[src/rtl/dn_result_fifo.sv]
// Result FIFO between the delay-estimation core (dn) and the SPI serialiser; flushed on every head_flag rising edge.
// Optional `DN_RESULT_FIFO_TAG_EN adds a per-entry 4-bit frame tag on dout_tag.
module dn_result_fifo #(
    parameter int WIDTH = 14,
    parameter int DEPTH = 8,
    parameter int AW    = 3
) (
    input  logic             clk,
    input  logic             rst,
    input  logic             head_flag,
    input  logic [WIDTH-1:0] din,
    input  logic             din_valid,
    input  logic             rd_req,
    output logic [WIDTH-1:0] dout,
    output logic             dout_valid,
    output logic             empty,
    output logic             full,
    output logic [AW:0]      count,
    output logic             ovf,
    output logic             udf,
    output logic             dbg_state
`ifdef DN_RESULT_FIFO_TAG_EN
    ,output logic [3:0]      dout_tag
`endif
);

    // Handshake: din_valid is a one-cycle push qualifier with no backpressure (drops set ovf);
    // rd_req pops when not empty and the word appears with a dout_valid pulse one cycle later.
    typedef enum logic {S_IDLE = 1'b0, S_RUN = 1'b1} state_t;

    localparam logic [AW:0]   CNT_ONE  = (AW+1)'(1);
    localparam logic [AW:0]   CNT_FULL = (AW+1)'(DEPTH);
    localparam logic [AW-1:0] PTR_ONE  = AW'(1);

    state_t           r_state;
    state_t           w_state_nxt;
    logic             r_head_q;
    logic [AW-1:0]    r_wr_ptr;
    logic [AW-1:0]    r_rd_ptr;
    logic [AW:0]      r_count;
    logic [AW:0]      w_count_nxt;
    logic             r_empty;
    logic             r_full;
    logic             r_ovf;
    logic             r_udf;
    logic [WIDTH-1:0] r_dout;
    logic             r_dout_valid;
    logic [WIDTH-1:0] r_mem [DEPTH];

    logic             w_head_rise;
    logic             w_run;
    logic             w_wr;
    logic             w_rd;
    logic             w_mem_we;
    logic [AW-1:0]    w_mem_addr;

    assign w_head_rise = head_flag & ~r_head_q;
    // A flush cycle overrides normal traffic, so RUN-mode reads/writes are masked by the rising edge.
    assign w_run       = (r_state == S_RUN) & ~w_head_rise;
    assign w_rd        = w_run & rd_req & ~r_empty;
    assign w_wr        = w_run & din_valid & (~r_full | rd_req);
    assign w_mem_we    = w_head_rise ? din_valid : w_wr;
    assign w_mem_addr  = w_head_rise ? '0 : r_wr_ptr;

    always_comb begin
        w_state_nxt = r_state;
        if (w_head_rise) begin
            w_state_nxt = S_RUN;
        end
    end

    always_comb begin
        w_count_nxt = r_count;
        if (w_head_rise) begin
            w_count_nxt = din_valid ? CNT_ONE : '0;
        end else if (w_wr && !w_rd) begin
            w_count_nxt = r_count + CNT_ONE;
        end else if (w_rd && !w_wr) begin
            w_count_nxt = r_count - CNT_ONE;
        end
    end

    always_ff @(posedge clk) begin
        if (w_mem_we) begin
            r_mem[w_mem_addr] <= din;
        end
    end

    always_ff @(posedge clk) begin
        if (rst) begin
            r_state      <= S_IDLE;
            r_head_q     <= 1'b0;
            r_wr_ptr     <= '0;
            r_rd_ptr     <= '0;
            r_count      <= '0;
            r_empty      <= 1'b1;
            r_full       <= 1'b0;
            r_ovf        <= 1'b0;
            r_udf        <= 1'b0;
            r_dout       <= '0;
            r_dout_valid <= 1'b0;
        end else begin
            r_state      <= w_state_nxt;
            r_head_q     <= head_flag;
            r_count      <= w_count_nxt;
            r_empty      <= (w_count_nxt == '0);
            r_full       <= (w_count_nxt == CNT_FULL);
            r_dout_valid <= w_rd;
            if (w_rd) begin
                r_dout <= r_mem[r_rd_ptr];
            end
            if (w_head_rise) begin
                r_wr_ptr <= din_valid ? PTR_ONE : '0;
                r_rd_ptr <= '0;
                r_ovf    <= 1'b0;
                r_udf    <= 1'b0;
            end else begin
                if (w_wr) begin
                    r_wr_ptr <= r_wr_ptr + PTR_ONE;
                end
                if (w_rd) begin
                    r_rd_ptr <= r_rd_ptr + PTR_ONE;
                end
                if (w_run && din_valid && r_full && !rd_req) begin
                    r_ovf <= 1'b1;
                end
                if (w_run && rd_req && r_empty) begin
                    r_udf <= 1'b1;
                end
            end
        end
    end

`ifdef DN_RESULT_FIFO_TAG_EN
    logic [3:0] r_frame;
    logic [3:0] r_tag_out;
    logic [3:0] r_tag_mem [DEPTH];
    logic [3:0] w_frame_nxt;

    assign w_frame_nxt = w_head_rise ? (r_frame + 4'd1) : r_frame;

    always_ff @(posedge clk) begin
        if (w_mem_we) begin
            r_tag_mem[w_mem_addr] <= w_frame_nxt;
        end
    end

    always_ff @(posedge clk) begin
        if (rst) begin
            r_frame   <= 4'd0;
            r_tag_out <= 4'd0;
        end else begin
            r_frame <= w_frame_nxt;
            if (w_rd) begin
                r_tag_out <= r_tag_mem[r_rd_ptr];
            end
        end
    end

    assign dout_tag = r_tag_out;
`endif

    assign dout       = r_dout;
    assign dout_valid = r_dout_valid;
    assign empty      = r_empty;
    assign full       = r_full;
    assign count      = r_count;
    assign ovf        = r_ovf;
    assign udf        = r_udf;
    assign dbg_state  = r_state;

endmodule
[config.mk]
export PLATFORM = sky130hd
export DESIGN_NAME = dn_result_fifo
export DESIGN_NICKNAME = d
export VERILOG_FILES = /design/src/rtl/dn_result_fifo.sv
export SDC_FILE = /design/constraint.sdc
export NUM_CORES = 1
export LEC_CHECK = 0
export ABC_AREA = 1
export BUFFER_PORTS_ARGS = -buffer_cell sky130_fd_sc_hd__clkbuf_2
export CAP_MARGIN = 40
export CORE_AREA = 3 3 130 132
export DETAILED_ROUTE_END_ITERATION = 12
export DIE_AREA = 0 0 133 135
export PLACE_DENSITY = 0.54
export REMOVE_ABC_BUFFERS = 1
export SLEW_MARGIN = 25
export SYNTH_ARGS = -nofsm -noshare
export SYNTH_HDL_FRONTEND = slang
export SYNTH_SLANG_ARGS = --single-unit
[constraint.sdc]
create_clock -name clk -period 3.3 [get_ports clk]
set_input_delay 0.66 -clock clk [delete_from_list [all_inputs] [get_ports clk]]
set_output_delay 0.66 -clock clk [all_outputs]
set_load 0.005 [all_outputs]
# Word level (Yosys, flattened, before mapping)
# Memory sizes are Yosys's and may differ from the RTL's. A register that Yosys moved wholly into a read port is not among the register bits.
# Index checks and enable logic that the tools add are counted.
# totals
elab_cells	51
output_inout_bits	24
inputBits	19
ff_bits	17
mem_count	1
mem_bits_rw	112
# classes
addsub	4
bitwise_logic	11
n_eq_ne	1
n_reduce_logical	13
n_mux	11
# memory_table
memory	words	width	rd	rd_clocked_by_memory_dff	wr	line_no	rtl
r_mem	8	14	1	1	1	48	logic [WIDTH-1:0] r_mem [DEPTH];
# ops
operator	count
2-to-1 mux 4 bit	3
2-to-1 mux 3 bit	3
logical AND 1 bit	7
adder 3 x 1 -> 3 bit (second input constant)	2
AND 1 bit	6
2-to-1 mux 1 bit	5
adder 4 x 1 -> 4 bit (second input constant)	1
equality test 4 bit (second input constant)	1
zero test 4 bit	1
NOT 1 bit	4
subtractor 4 x 1 -> 4 bit (second input constant)	1
zero test 1 bit	3
nonzero test 2 bit	1
OR reduction 2 bit	1
OR 1 bit	1

# Logic depth before layout (Yosys ltp)
# logic_depth
depth_word	12
mapped_depth	11
mapped_depth_nobuf	11

# Worst setup path after synthesis
# No wires, ideal clock.
# synth_timing
kind	input to register
start	input port head_flag
end	memory r_mem[0][0] (enable)
stages	5
t_required_ns	2.893
n_path_buf	0
path_slack_ns	0.592
arrival_time_ns	2.301
setup_time_ns	0.407
path_cell_list	nand2_2 -> nand4_1 -> nand2_1 -> nand2_1 -> a211oi_1
# synth_via
elab_chain_len	8
word_cells_on_any_way	9
cone_classes	mux: 4; bitwise: 5
# synth_lines
element	line_no	rtl
start: declaration	10	input logic head_flag,
AND 1 bit (*)	57	assign w_head_rise = head_flag & ~r_head_q;
NOT 1 bit	59	assign w_run = (r_state == S_RUN) & ~w_head_rise;
AND 1 bit	59	
AND 1 bit (2 in series)	61	assign w_wr = w_run & din_valid & (~r_full | rd_req);
2-to-1 mux 1 bit	62	assign w_mem_we = w_head_rise ? din_valid : w_wr;
2-to-1 mux 1 bit	84	if (w_mem_we) begin
2-to-1 mux 1 bit (not written as such)	85	r_mem[w_mem_addr] <= din;
end: declaration	48	
# Every way passes the cells marked *; elsewhere a longest branch is shown, timed or not.

# Worst setup path after layout
# layout_timing
start	register r_head_q
end	memory r_mem[0][8] (enable)
# layout_via
elab_chain_len	9
word_cells_on_any_way	10
cone_classes	mux: 4; bitwise: 6
# layout_lines
element	line_no	rtl
start: declaration	37	logic r_head_q;
start signal: assignment	104	r_head_q <= head_flag;
NOT 1 bit (*)	57	
AND 1 bit (*)	57	
NOT 1 bit	59	
AND 1 bit	59	
AND 1 bit (2 in series)	61	
2-to-1 mux 1 bit	62	
2-to-1 mux 1 bit	84	
2-to-1 mux 1 bit (not written as such)	85	
# Marked as above.

==> flow_summary.ini <==
[synthesis]
yosysSeqAreaShare_pct = 70.52
syn_area_um2 = 5649
synth-compound-area-share_pct = 13.40
synth_seq_cells = 143
yosys_most_used_dff = edfxtp_1
syn_avg_cell_area_um2 = 12.10
synthAdderAreaFrac_pct = 0.8859
ys_warn_count = 0
synth_xor_xnor_area_share_pct = 0.1550
synthCells = 467
synth.area.mux_share_pct = 0
synth_cell_types = 34
yosys.area_share.simple_pct = 11.12
synth_edf_count = 112
synth_top_family_by_area = compound AO/OA/AOI/OAI gates
ys_async_sr_fraction_pct = 0

[clocking]
htree_levels = 4
cts_sinks = 143
cts_tree = built
path_clk_slew_ps = 60
cts_inserted_buffers = 17
cts.path.max_buffers = 2
cts_hold_buffers = 0
post_cts_resized = 0
worstSkewPairLatency_ps = 430
post_cts_buffers = 0
cts_root_buffer = clkbuf_16

[die]
die_w_um = 133
row_count = 46
num_io_pins = 43
die-height_um = 135
core_area_um2 = 15830
dieArea_um2 = 17960
initial_core_util_pct = 35.69

[routing]
vias = 3759
first_pass_iters = 5
viasPerCell = 5.059
routed_wl_um = 13010
final_antenna_net_count = 0
drt_iter0_markers = 340
drc = 0
wl_per_cell_um = 17.50

[sta]
clock.fmax_mhz = 468.7
tightest_slew_ps = 744.9
final.setup.worst_slack_ps = 1167
tns_ps = 0
maxSlewViolCount = 0
min_period_ps = 2133
setup_viol = 0
rsz0062_at_grt = false
period_share_pct = 64.65
relSlewSlack_pct = 50.29
skew_ps = 11.63
hold_slack_ps = 456.6
hold_violations = 0

[critical_path]
cp-end-kind = flop
critPathRequiredTime_ps = 3410
worstSetupPathType = flop to flop
path_cells = inv_1 -> nand2_2 -> nand4_1 -> nand2_1 -> nand2_1 -> a211oi_2 -> buf_4
critical_path.top_delay_family = simple AND/OR/NAND/NOR gates
cp_slowest_cell = dfxtp_1
cpMostUsedCell = nand2_1
critical_path.max_fanout = 14
r2r_slack_ps = 1170
worst-path-buf-inv = 2
cp-start-kind = flop
critPathMaxStageDelay_ps = 310
arrival_ps = 2240

[run_status]
outcome = finished clean

[global_routing]
antenna_found_initial = 0
grt_pass1_vias = 3676
overflow = 0
grt_start_max_net_pins = 59
track_usage_pct = 15.28
grt_pass1_wl_um = 20450

[power_and_ir_drop]
swShare_pct = 21.97
seqPwrFrac_pct = 50.7
p_comb_share_pct = 3.7
intPower_mw = 3.043
worst_ir_drop_vdd_uv = 381.1
power.density_nw_per_um2 = 581.8
power_leakage_nw = 2.346
clkPwrFrac_pct = 45.6
p_sw_mw = 0.8565

[placement]
dp_cells = 711
numPortBuffers = 42
gp_congestion = 0.7365
placed_area_um2 = 6152
dp_slack_ps = 725.7
place_hpwl_um = 7907

[worst_hold_path]
hp-class = input pin to flop

[finish]
num_antenna_cells = 0
finalInstanceArea_um2 = 6703
nets = 537
syn_to_final_growth_pct = 18.65
fillers = 1504
fin_cells = 743
drive_gt1_share_pct = 20.11

[flow_run]
cap_viol_max_count = 0
flip-flops by register name (all words and copies together) (netlist names):
signal      count
r_rd_ptr        3
empty           1
dbg_state       1
r_mem         112
udf             1
full            1
count           4
dout           14
r_wr_ptr        3
ovf             1
r_head_q        1
dout_valid      1
final cells by class:
class	instances	area (um^2)	area share (%)
clock buffer	19	432.9	6.459
multi-input combinational	272	1484	22.14
inverter	24	91.34	1.363
clock inverter	13	117.6	1.755
tap	216	270.3	4.032
sequential	143	3984	59.44
timing repair buffer	56	322.8	4.816
synth_stat cells (all sizes together) (4+ instances only):
master | instances | area share [%]
nor2 | 72 | 5.2
dfxtp | 31 | 11
edfxtp | 112 | 60
a21oi | 21 | 1.9
o221ai | 14 | 2.2
o211ai | 14 | 1.9
o21ai | 61 | 5.4
nand3 | 14 | 1.6
ha | 4 | 0.89
buf | 13 | 1.3
inv | 23 | 1.5
clkbuf | 15 | 1.0
nand2 | 42 | 3.0
nor3 | 8 | 0.71
o22ai | 14 | 1.6
path summary, 6_finish.rpt:
| check | cells after the start | to | from |
|---|---|---|---|
| setup / recovery | 7 | r_mem[0][8]$_DFFE_PP_ | r_head_q$_SDFF_PP0_ |
| hold / removal | 3 | r_head_q$_SDFF_PP0_ | head_flag |
| setup reg to reg | 7 | r_mem[0][8]$_DFFE_PP_ | r_head_q$_SDFF_PP0_ |
| hold reg to reg | 2 | dout[13]$_SDFFE_PP0P_ | dout[13]$_SDFFE_PP0P_ |
layer usage:
layer	GRT usage, %	routed length (um)	vias up
met5	0	0	-
met4	8.025	334	0
met3	4.136	647	27
met2	23.70	6220	112
met1	19.69	5803	1812
li1	-	-	1808
placed cells by master, fill, tap and decap left out, drive strengths merged:
| master | count |
|---|---|
| nand4 | 2 |
| clkinvlp | 4 |
| buf | 14 |
| o21ai | 61 |
| edfxtp | 112 |
| xor2 | 1 |
| dfxtp | 31 |
| nand2 | 42 |
| ha | 4 |
| bufinv | 1 |
| o22ai | 14 |
| inv | 25 |
| nor3 | 8 |
| a211oi | 1 |
| a21oi | 21 |
| a2111oi | 1 |
| o21a | 2 |
| clkinv | 7 |
| nor4 | 1 |
| nor2 | 72 |
| clkbuf | 61 |
| nand3 | 14 |
| o211ai | 14 |
| o221ai | 14 |
worst reg2reg max path: cells and delay by family, from the launching register on:
kind / cells / cell delay (ps)
and+or+nand+nor: 4 / 980
DFF: 1 / 310
buffers and inverters: 2 / 310
AOI/OAI and AO/OA: 1 / 220
power groups by stage:
stage / Combinational (mW) / Sequential [mW] / Clock, mW
2_1_floorplan: 0.0682 / 2.02 / 0
3_3_place_gp: 0.147 / 2.01 / 0
3_5_place_dp: 0.150 / 2.01 / 0
4_1_cts: 0.151 / 1.98 / 1.82
5_1_grt: 0.165 / 1.98 / 1.91
6_report: 0.146 / 1.98 / 1.78
logic make-up (layout without fill, tap and decap cells):
group | after synthesis | after routing
flops | 143 | 143
simple gates | 139 | 139
compound gates | 128 | 128
buf+inv | 52 | 112
fa+ha+maj | 4 | 4
xor+xnor | 1 | 1
metrics by stage:
stage	util, %	total power, mW
after floorplan	-	2.083
after global placement	38.77	2.161
after detailed placement	38.87	2.165
after CTS	42.35	3.945
after global routing	42.35	4.055
final	42.35	3.899
Note: power is estimated with default switching activity, not from simulation.
